--- src/rtl/id_pkg.sv ---
// Shared decode constants, queue-entry layout and output-register type for the
// instruction-decode stage and its operand-use decoder.
package id_pkg;

  localparam int XLEN    = 32;
  localparam int ENTRY_W = XLEN + XLEN + 1;

  // Queue entry layout: {pc, inst, in_delay}, delay flag in bit 0.
  localparam int ENT_DLY_OFF  = 0;
  localparam int ENT_INST_OFF = 1;
  localparam int ENT_PC_OFF   = 1 + XLEN;

  // Primary opcodes (inst[31:26])
  localparam logic [5:0] OP_SPECIAL = 6'h00;
  localparam logic [5:0] OP_REGIMM  = 6'h01;
  localparam logic [5:0] OP_J       = 6'h02;
  localparam logic [5:0] OP_JAL     = 6'h03;
  localparam logic [5:0] OP_BEQ     = 6'h04;
  localparam logic [5:0] OP_BNE     = 6'h05;
  localparam logic [5:0] OP_BLEZ    = 6'h06;
  localparam logic [5:0] OP_BGTZ    = 6'h07;
  localparam logic [5:0] OP_ADDI    = 6'h08;
  localparam logic [5:0] OP_ADDIU   = 6'h09;
  localparam logic [5:0] OP_SLTI    = 6'h0A;
  localparam logic [5:0] OP_SLTIU   = 6'h0B;
  localparam logic [5:0] OP_ANDI    = 6'h0C;
  localparam logic [5:0] OP_ORI     = 6'h0D;
  localparam logic [5:0] OP_XORI    = 6'h0E;
  localparam logic [5:0] OP_LUI     = 6'h0F;
  localparam logic [5:0] OP_LB      = 6'h20;
  localparam logic [5:0] OP_LH      = 6'h21;
  localparam logic [5:0] OP_LWL     = 6'h22;
  localparam logic [5:0] OP_LW      = 6'h23;
  localparam logic [5:0] OP_LBU     = 6'h24;
  localparam logic [5:0] OP_LHU     = 6'h25;
  localparam logic [5:0] OP_LWR     = 6'h26;
  localparam logic [5:0] OP_SB      = 6'h28;
  localparam logic [5:0] OP_SH      = 6'h29;
  localparam logic [5:0] OP_SWL     = 6'h2A;
  localparam logic [5:0] OP_SW      = 6'h2B;
  localparam logic [5:0] OP_SWR     = 6'h2E;

  // SPECIAL function codes (inst[5:0])
  localparam logic [5:0] F_SLL     = 6'h00;
  localparam logic [5:0] F_SRL     = 6'h02;
  localparam logic [5:0] F_SRA     = 6'h03;
  localparam logic [5:0] F_JR      = 6'h08;
  localparam logic [5:0] F_JALR    = 6'h09;
  localparam logic [5:0] F_SYSCALL = 6'h0C;
  localparam logic [5:0] F_BREAK   = 6'h0D;
  localparam logic [5:0] F_MFHI    = 6'h10;
  localparam logic [5:0] F_MTHI    = 6'h11;
  localparam logic [5:0] F_MFLO    = 6'h12;
  localparam logic [5:0] F_MTLO    = 6'h13;

  typedef struct packed {
    logic [XLEN-1:0] pc;
    logic [XLEN-1:0] inst;
    logic [XLEN-1:0] src1;
    logic [XLEN-1:0] src2;
    logic            in_delay;
  } ex_reg_t;

  function automatic logic [31:0] bswap32(input logic [31:0] w);
    return {w[7:0], w[15:8], w[23:16], w[31:24]};
  endfunction

endpackage

--- src/rtl/id_stage_q_if.sv ---
// Fetch-side and execute-side handshake bundle of the decode stage.
// Both sides: a beat transfers on a rising edge where valid && ready; the
// producer holds valid and payload stable until that edge, ready may depend on state only.
interface id_stage_q_if;

  logic        if_valid;
  logic        if_ready;
  logic [31:0] if_pc;
  logic [31:0] if_inst;
  logic        if_in_delay;

  logic        ex_valid;
  logic        ex_ready;
  logic [31:0] ex_pc;
  logic [31:0] ex_inst;
  logic [31:0] ex_src1;
  logic [31:0] ex_src2;
  logic        ex_in_delay;

  modport slave (
    input  if_valid, if_pc, if_inst, if_in_delay,
    output if_ready,
    output ex_valid, ex_pc, ex_inst, ex_src1, ex_src2, ex_in_delay,
    input  ex_ready
  );

  modport master (
    output if_valid, if_pc, if_inst, if_in_delay,
    input  if_ready,
    input  ex_valid, ex_pc, ex_inst, ex_src1, ex_src2, ex_in_delay,
    output ex_ready
  );

endinterface

--- src/rtl/id_regsel.sv ---
// Operand-use decode: tells whether an instruction reads rs (rreg1) and rt (rreg2).
// Only opcode and funct matter; the register fields are ignored here.
module id_regsel
  import id_pkg::*;
(
  input  logic [31:0] inst,
  output logic        rreg1,
  output logic        rreg2
);

  logic [5:0] op;
  logic [5:0] funct;
  logic       unused_fields;

  assign op            = inst[31:26];
  assign funct         = inst[5:0];
  assign unused_fields = ^inst[25:6];

  always_comb begin
    rreg1 = 1'b0;
    rreg2 = 1'b0;
    case (op)
      OP_SPECIAL: begin
        case (funct)
          F_SLL, F_SRL, F_SRA:                 rreg2 = 1'b1;
          F_JR, F_JALR, F_MTHI, F_MTLO:        rreg1 = 1'b1;
          F_MFHI, F_MFLO, F_SYSCALL, F_BREAK: begin
            rreg1 = 1'b0;
            rreg2 = 1'b0;
          end
          default: begin
            rreg1 = 1'b1;
            rreg2 = 1'b1;
          end
        endcase
      end
      OP_REGIMM, OP_BLEZ, OP_BGTZ:             rreg1 = 1'b1;
      OP_BEQ, OP_BNE: begin
        rreg1 = 1'b1;
        rreg2 = 1'b1;
      end
      OP_ADDI, OP_ADDIU, OP_SLTI, OP_SLTIU,
      OP_ANDI, OP_ORI, OP_XORI:                rreg1 = 1'b1;
      OP_LB, OP_LH, OP_LW, OP_LBU, OP_LHU:     rreg1 = 1'b1;
      // Unaligned loads merge into the old rt value, so they read it too.
      OP_LWL, OP_LWR, OP_SB, OP_SH, OP_SWL, OP_SW, OP_SWR: begin
        rreg1 = 1'b1;
        rreg2 = 1'b1;
      end
      default: begin
        rreg1 = 1'b0;
        rreg2 = 1'b0;
      end
    endcase
  end

endmodule

--- src/rtl/id_stage_q.sv ---
// Decode stage: small instruction queue, operand read with forwarding and
// load-use stall, and a registered valid/ready output toward execute.
module id_stage_q
  import id_pkg::*;
#(
  parameter int DEPTH      = 4,
  parameter int NFWD       = 2,
  parameter int BIG_ENDIAN = 1
) (
  input  logic                   clk,
  input  logic                   rst_n,
  id_stage_q_if.slave            bus,
  input  logic                   flush,
  output logic [4:0]             ra1,
  output logic [4:0]             ra2,
  input  logic [31:0]            rd1,
  input  logic [31:0]            rd2,
  input  logic [NFWD-1:0]        fwd_wreg,
  input  logic [NFWD-1:0]        fwd_mreg,
  input  logic [5*NFWD-1:0]      fwd_wa,
  input  logic [32*NFWD-1:0]     fwd_wd,
  output logic [$clog2(DEPTH):0] occupancy,
  output logic [15:0]            stall_cnt
);

  localparam int AW = $clog2(DEPTH);
  localparam int CW = AW + 1;
  localparam logic [CW-1:0] FULL_CNT = CW'(DEPTH);

  logic [ENTRY_W-1:0] mem_q [DEPTH];
  logic [ENTRY_W-1:0] mem_d [DEPTH];
  logic [AW-1:0]      wr_ptr_q, wr_ptr_d;
  logic [AW-1:0]      rd_ptr_q, rd_ptr_d;
  logic [CW-1:0]      cnt_q, cnt_d;
  ex_reg_t            ex_q, ex_d;
  logic               ex_valid_q, ex_valid_d;
  logic [15:0]        stall_cnt_q, stall_cnt_d;

  logic               empty;
  logic               push;
  logic               pop;
  logic               stall;
  logic [ENTRY_W-1:0] head;
  logic [ENTRY_W-1:0] new_entry;
  logic [31:0]        in_inst;
  logic [31:0]        head_inst;
  logic               rreg1_raw, rreg2_raw;
  logic               rreg1, rreg2;
  logic [31:0]        src1, src2;
  logic               hit1, hit2;
  logic               ld1, ld2;

  assign empty     = (cnt_q == '0);
  assign head      = mem_q[rd_ptr_q];
  assign head_inst = empty ? 32'h0 : head[ENT_INST_OFF +: 32];
  assign in_inst   = (BIG_ENDIAN != 0) ? bswap32(bus.if_inst) : bus.if_inst;

  assign bus.if_ready = rst_n && (cnt_q < FULL_CNT);
  assign push         = bus.if_valid && bus.if_ready;

  id_regsel u_regsel (
    .inst  (head_inst),
    .rreg1 (rreg1_raw),
    .rreg2 (rreg2_raw)
  );

  assign rreg1 = rreg1_raw && !empty;
  assign rreg2 = rreg2_raw && !empty;
  assign ra1   = head_inst[25:21];
  assign ra2   = head_inst[20:16];

  // Lowest-index matching source wins; only that source's load flag can stall.
  always_comb begin
    src1 = rd1;
    src2 = rd2;
    hit1 = 1'b0;
    hit2 = 1'b0;
    ld1  = 1'b0;
    ld2  = 1'b0;
    for (int i = 0; i < NFWD; i++) begin
      if (!hit1 && fwd_wreg[i] && (fwd_wa[i*5 +: 5] == ra1)) begin
        hit1 = 1'b1;
        src1 = fwd_wd[i*32 +: 32];
        ld1  = fwd_mreg[i];
      end
      if (!hit2 && fwd_wreg[i] && (fwd_wa[i*5 +: 5] == ra2)) begin
        hit2 = 1'b1;
        src2 = fwd_wd[i*32 +: 32];
        ld2  = fwd_mreg[i];
      end
    end
    if (!rreg1 || (ra1 == 5'd0)) begin
      src1 = 32'h0;
      ld1  = 1'b0;
    end
    if (!rreg2 || (ra2 == 5'd0)) begin
      src2 = 32'h0;
      ld2  = 1'b0;
    end
  end

  assign stall = !empty && (ld1 || ld2);
  assign pop   = !empty && !stall && (!ex_valid_q || bus.ex_ready);

  always_comb begin
    new_entry                         = '0;
    new_entry[ENT_PC_OFF +: 32]       = bus.if_pc;
    new_entry[ENT_INST_OFF +: 32]     = in_inst;
    new_entry[ENT_DLY_OFF]            = bus.if_in_delay;
  end

  always_comb begin
    mem_d       = mem_q;
    wr_ptr_d    = wr_ptr_q;
    rd_ptr_d    = rd_ptr_q;
    cnt_d       = cnt_q;
    ex_d        = ex_q;
    ex_valid_d  = ex_valid_q;
    stall_cnt_d = stall_cnt_q;

    if (stall && (stall_cnt_q != 16'hFFFF)) begin
      stall_cnt_d = stall_cnt_q + 16'd1;
    end

    if (flush) begin
      wr_ptr_d   = '0;
      rd_ptr_d   = '0;
      cnt_d      = '0;
      ex_valid_d = 1'b0;
    end else begin
      if (push) begin
        mem_d[wr_ptr_q] = new_entry;
        wr_ptr_d        = wr_ptr_q + AW'(1);
      end
      if (pop) begin
        rd_ptr_d      = rd_ptr_q + AW'(1);
        ex_d.pc       = head[ENT_PC_OFF +: 32];
        ex_d.inst     = head_inst;
        ex_d.src1     = src1;
        ex_d.src2     = src2;
        ex_d.in_delay = head[ENT_DLY_OFF];
        ex_valid_d    = 1'b1;
      end else if (ex_valid_q && bus.ex_ready) begin
        ex_valid_d = 1'b0;
      end
      cnt_d = cnt_q + CW'(push) - CW'(pop);
    end
  end

  // Queue storage carries no reset; occupancy and pointers guard its contents.
  always_ff @(posedge clk) begin
    mem_q <= mem_d;
  end

  always_ff @(posedge clk) begin
    if (!rst_n) begin
      wr_ptr_q    <= '0;
      rd_ptr_q    <= '0;
      cnt_q       <= '0;
      ex_q        <= '0;
      ex_valid_q  <= 1'b0;
      stall_cnt_q <= 16'h0;
    end else begin
      wr_ptr_q    <= wr_ptr_d;
      rd_ptr_q    <= rd_ptr_d;
      cnt_q       <= cnt_d;
      ex_q        <= ex_d;
      ex_valid_q  <= ex_valid_d;
      stall_cnt_q <= stall_cnt_d;
    end
  end

  assign bus.ex_valid    = ex_valid_q;
  assign bus.ex_pc       = ex_q.pc;
  assign bus.ex_inst     = ex_q.inst;
  assign bus.ex_src1     = ex_q.src1;
  assign bus.ex_src2     = ex_q.src2;
  assign bus.ex_in_delay = ex_q.in_delay;
  assign occupancy       = cnt_q;
  assign stall_cnt       = stall_cnt_q;

endmodule

--- src/flat_wrapper.sv ---
// flat-port wrapper written by rule: the top's interface ports become plain ports
module id_stage_q_flat import id_pkg::*;
#(
  parameter int DEPTH      = 4,
  parameter int NFWD       = 2,
  parameter int BIG_ENDIAN = 1
)
  (clk, rst_n, flush, ra1, ra2, rd1, rd2, fwd_wreg, fwd_mreg, fwd_wa, fwd_wd, occupancy, stall_cnt, bus_if_valid, bus_if_pc, bus_if_inst, bus_if_in_delay, bus_if_ready, bus_ex_valid, bus_ex_pc, bus_ex_inst, bus_ex_src1, bus_ex_src2, bus_ex_in_delay, bus_ex_ready);
  id_stage_q_if bus_i ();
  input  logic clk;
  input  logic rst_n;
  input  logic flush;
  output logic [4:0] ra1;
  output logic [4:0] ra2;
  input  logic [31:0] rd1;
  input  logic [31:0] rd2;
  input  logic [NFWD-1:0] fwd_wreg;
  input  logic [NFWD-1:0] fwd_mreg;
  input  logic [5*NFWD-1:0] fwd_wa;
  input  logic [32*NFWD-1:0] fwd_wd;
  output logic [$clog2(DEPTH):0] occupancy;
  output logic [15:0] stall_cnt;
  input wire logic [$bits(bus_i.if_valid)-1:0] bus_if_valid;
  input wire logic [$bits(bus_i.if_pc)-1:0] bus_if_pc;
  input wire logic [$bits(bus_i.if_inst)-1:0] bus_if_inst;
  input wire logic [$bits(bus_i.if_in_delay)-1:0] bus_if_in_delay;
  output wire logic [$bits(bus_i.if_ready)-1:0] bus_if_ready;
  output wire logic [$bits(bus_i.ex_valid)-1:0] bus_ex_valid;
  output wire logic [$bits(bus_i.ex_pc)-1:0] bus_ex_pc;
  output wire logic [$bits(bus_i.ex_inst)-1:0] bus_ex_inst;
  output wire logic [$bits(bus_i.ex_src1)-1:0] bus_ex_src1;
  output wire logic [$bits(bus_i.ex_src2)-1:0] bus_ex_src2;
  output wire logic [$bits(bus_i.ex_in_delay)-1:0] bus_ex_in_delay;
  input wire logic [$bits(bus_i.ex_ready)-1:0] bus_ex_ready;
  assign bus_i.if_valid = bus_if_valid;
  assign bus_i.if_pc = bus_if_pc;
  assign bus_i.if_inst = bus_if_inst;
  assign bus_i.if_in_delay = bus_if_in_delay;
  assign bus_if_ready = bus_i.if_ready;
  assign bus_ex_valid = bus_i.ex_valid;
  assign bus_ex_pc = bus_i.ex_pc;
  assign bus_ex_inst = bus_i.ex_inst;
  assign bus_ex_src1 = bus_i.ex_src1;
  assign bus_ex_src2 = bus_i.ex_src2;
  assign bus_ex_in_delay = bus_i.ex_in_delay;
  assign bus_i.ex_ready = bus_ex_ready;
  id_stage_q #(.DEPTH(DEPTH), .NFWD(NFWD), .BIG_ENDIAN(BIG_ENDIAN)) u_core (.clk(clk), .rst_n(rst_n), .bus(bus_i), .flush(flush), .ra1(ra1), .ra2(ra2), .rd1(rd1), .rd2(rd2), .fwd_wreg(fwd_wreg), .fwd_mreg(fwd_mreg), .fwd_wa(fwd_wa), .fwd_wd(fwd_wd), .occupancy(occupancy), .stall_cnt(stall_cnt));
endmodule
--- config.mk ---
export PLATFORM = sky130hd
export DESIGN_NAME = id_stage_q_flat
export DESIGN_NICKNAME = d
export VERILOG_FILES = /design/src/rtl/id_pkg.sv /design/src/rtl/id_stage_q_if.sv /design/src/rtl/id_regsel.sv /design/src/rtl/id_stage_q.sv /design/src/flat_wrapper.sv
export SDC_FILE = /design/constraint.sdc
export NUM_CORES = 1
export LEC_CHECK = 0
export BUFFER_PORTS_ARGS = -buffer_cell sky130_fd_sc_hd__clkbuf_2
export CORE_MARGIN = 10
export CORE_UTILIZATION = 40
export DETAILED_ROUTE_END_ITERATION = 16
export MAX_ROUTING_LAYER = met4
export PLACE_DENSITY = 0.65
export RECOVER_POWER = 100
export SETUP_SLACK_MARGIN = 0.02
export SYNTH_ARGS = -nofsm -noshare
export SYNTH_HDL_FRONTEND = slang
export SYNTH_SLANG_ARGS = --single-unit
--- constraint.sdc ---
create_clock -name clk -period 3.8 [get_ports clk]
set_clock_uncertainty 0.1 [all_clocks]
set_input_delay 0.57 -clock clk [delete_from_list [all_inputs] [get_ports clk]]
set_output_delay 0.57 -clock clk [all_outputs]
set_load 0.05 [all_outputs]
==> results.md <==
- Final Hold Vio Count: 0
- Max-cap viol count: 3
- Synth warn: 0
- DR vias/cell: 5.45
- Worst-path fanout max: 7
- Setup violations, final: 1
- Hold WC Path Type: in -> reg
- Average wire per standard cell: 22.9 um
- DRT Pass-1 Iters: 6
- Synth area leader: edfxtp_1
- Slew @ Worst Pin: 1.84 ns
- Final WS setup: -0.0145 ns
- Status: finished with violations
- All-Layer GR Usage: 0.205
- Synthesized area: 17900 um2
- Clock power share: 0.299
- Avg Cell Area, Syn: 12.7 um2
- Fmax: 262 MHz
- Synth area leaders: edfxtp_1 (44%), dfxtp_1 (17%), mux4_2 (8.1%)
- Worst path top cell family by delay: simple AND/OR/NAND/NOR gates
- RSZ-0062 raised after global routing: yes
- Vias: 13200
- Seq cells post-synth: 413
- Crit path launch type: flop
- Die extent in y: 231 um
- CTS Sinks: 413
- Max incr delay on CP: 0.58 ns
- # rows: 77
- Min-Delay Startpoint: bus_if_pc[25]
- Cells after Synth: 1407
- Core area: 44200 um2
- Slowest CP cell: or4_4
- Die W: 231 um
- CTS buffer count: 43
- Final period utilization: 1.00
- Netlist cell types: 65
- Clock-pin transition on the worst setup and hold timing paths: 0.06 ns
- Worst endpoint required time: 4.16 ns
- Placement Setup Slack: -0.178 ns
- First-pass GRT wire length: 82400 um
- Clock Path Buffers: 3
- Clock latency on the worst-skew pair: 0.57 ns
- CTS Root Cell: clkbuf_16
- GP Congestion: 0.919
- Design Area, Final: 22000 um2
- I/O Buffers: 371
- Area grow syn2layout: 23.0%
- Largest net degree at the start of global routing: 83
- Switch share: 0.360
- Reg power frac: 0.366
- Final net count: 2012
- Power per Cell Area: 646 nW/um2
- Most used flip-flop cell after synthesis: edfxtp_1
- Peak supply drop: 0.552 mV
- Reg2reg path depth: 16
- Crit. End Element: flop
- Hold path endpoint: u_core.mem_q[58]$_DFFE_PP_
- Worst Hold Depth: 1
- Post-synthesis async set-or-reset flop share: 0
- Final antenna-violating net count: 0
- Io pins: 372
- Total die area: 53500 um2
- Arrival time at the worst endpoint: 4.17 ns
- Crit. Startpoint: u_core.rd_ptr_q[0]$_SDFFE_PP0P_
- Drt total wl: 55700 um
- Initial antenna violation count: 11
- Internal Power: 9080 uW
- Number of global-route vias before repair: 13200
- DRC violations left: 0
- GRT overflow: 0
- Register area share after synthesis: 0.608
- DP Wirelength: 39500 um
- Leakage: 0.00814 uW
- Slew margin rel.: -0.226
- Post-route minimum period: 3.81 ns
- Crit path buffers/inverters: 3
- Yosys top cell area share: 0.437
- DRT iter0 DRCs: 935
- Share of cells above drive strength 1: 0.241
- Syn Nets: 1627
- Post-synth EDFFs: 260
- Crit path cell chain: buf_4, mux4_2, or4_4, o21ai_2, o21bai_1, o22a_1, o22ai_4, nor3_4, ha_1, inv_1, ha_2, inv_2, fa_2, xor2_1, xnor2_1, nor2_1
- Top post-synthesis cells by count: edfxtp_1 (260), dfxtp_1 (153), a21oi_1 (152), mux2i_1 (106), nor2_1 (86)
- Slew Viols, Final: 86
- Initial Util: 0.404
- Post-DP Area: 20800 um2
- CTS tree: done
- R2r setup slk: -0.01 ns
- Top-count cell post-synth: edfxtp_1
- NetSw: 5120 uW
- Failing checks: max-capacitance violations, max-slew violations, negative setup slack
- H-tree depth: 2
- Fill cells: 3992
- Reg2reg end: u_core.occupancy[2]$_SDFF_PP0_
- Critical path type: reg -> reg
- Comb pwr share: 0.335
- R2r startpoint: u_core.rd_ptr_q[0]$_SDFFE_PP0P_
-- stage by stage --
stage / total power [uW] / instances / setup TNS [ns] / utilization / hold WS (ns)
after CTS: 14500 / 2419 / 0 / 0.504 / 0.0770
final: 14200 / 2430 / -0.0145 / 0.497 / 0.142
after global placement: 10000 / 2333 / -0.113 / 0.470 / 0.346
after floorplan: 8480 / 1407 / -0.0373 / - / 0.471
after detailed placement: 10100 / 2333 / -1.57 / 0.470 / 0.359
after global routing: 14900 / 2430 / -7.94 / 0.497 / 0.136
-- power groups by stage --
stage | combinational (uW) | clock (uW) | sequential (uW)
after floorplan | 2520 | 0 | 5960
after global placement | 4750 | 0 | 5280
after detailed placement | 4800 | 0 | 5290
after CTS | 4910 | 4360 | 5190
after global routing | 5100 | 4530 | 5220
final | 4760 | 4250 | 5190
-- logic make-up (layout without fill, tap and decap cells) --
family | Yosys count | count (layout) | share of synthesized area
DFF | 413 | 413 | 0.608
AOI/OAI and AO/OA | 343 | 343 | 0.120
and+or+nand+nor | 317 | 317 | 0.0834
muxes | 171 | 171 | 0.141
buffers and inverters | 146 | 566 | 0.0374
xor gates and xnor gates | 9 | 9 | 0.00441
adders and majority gates | 8 | 8 | 0.00602
other | 0 | 11 | 0
-- repair_timing --
action | in CTS | in global routing
gates resized for setup | 13 | 2
endpoints found under the setup margin | 34 | 42
pin swaps | 9 | 2
hold buffers | 0 | 0
setup buffers | 6 | 0
-- state kept, by name, summed over array words and instances, names as in the netlist --
register / cells
u_core.bus.ex_in_delay: 1
u_core.bus.ex_inst: 32
u_core.bus.ex_pc: 32
u_core.bus.ex_src1: 32
u_core.bus.ex_src2: 32
u_core.bus.ex_valid: 1
u_core.mem_q: 260
u_core.occupancy: 3
u_core.rd_ptr_q: 2
u_core.stall_cnt: 16
u_core.wr_ptr_q: 2
-- worst reg2reg max path: cells and delay by family (launching register included) --
family	cells	cell delay, ns
mux	1	0.52
compound gates	4	0.63
buf+inv	3	0.23
xor+xnor	2	0.30
fa+ha+maj	3	0.73
flops	1	0.43
simple gates	3	0.76
-- layout make-up --
type                            count  area [um2]  area share
Antenna cell                       11        27.5     0.00125
Clock buffer                       58        1200      0.0544
Multi-Input combinational cell    848        6420       0.292
Clock inverter                     22         234      0.0106
Sequential cell                   413       10900       0.495
Tap cell                          592         741      0.0337
Inverter                           24        91.3     0.00416
Timing Repair Buffer              462        2380       0.109
-- cells in the final DEF, fill, tap and decap left out, types with 3 or more instances in the layout --
master     count
edfxtp_1     260
buf_6          4
inv_6          3
bufinv_16      3
a21oi_1      152
xnor2_1        8
nor3_1         3
o31ai_1       12
nand4_1        5
clkbuf_16     43
a31o_2        32
inv_1         21
or2_2          7
nand2b_1       5
nand2_1       79
or3_1          3
diode_2       11
mux4_2        64
buf_12         9
mux2i_1      106
o21ai_0       73
clkinv_2      11
ha_1           6
clkbuf_8       6
clkbuf_1     232
clkbuf_2     147
nor2_1        85
nor2b_1        4
a211o_1       34
dfxtp_4        4
dfxtp_1      148
and2_1         9
and3_1         8
or4_1         12
nand3_1       78
a22oi_1        3
buf_4         76
-- per-layer routing --
metal  part of all wire  track usage  routed length (um)  up-vias
met4              0.028       0.0670                1570        0
met5                  0            -                   0        -
li1                   -            -                   -     6122
met2               0.48        0.328               26500      504
met3              0.089       0.0619                4960       83
met1               0.41        0.243               22700     6525
-- worst max-delay path by stage --
stage,endpoint,slack [ns],cells after the start
finish,u_core.occupancy[2]$_SDFF_PP0_,-0.01,16
global route,u_core.occupancy[2]$_SDFF_PP0_,-0.23,17
CTS,u_core.occupancy[2]$_SDFF_PP0_,0.004,16
detailed placement,u_core.occupancy[2]$_SDFF_PP0_,-0.18,16
global placement,u_core.occupancy[2]$_SDFF_PP0_,-0.11,16
floorplan,u_core.occupancy[2]$_SDFF_PP0_,-0.04,18
(Power assumes the default switching activity.)
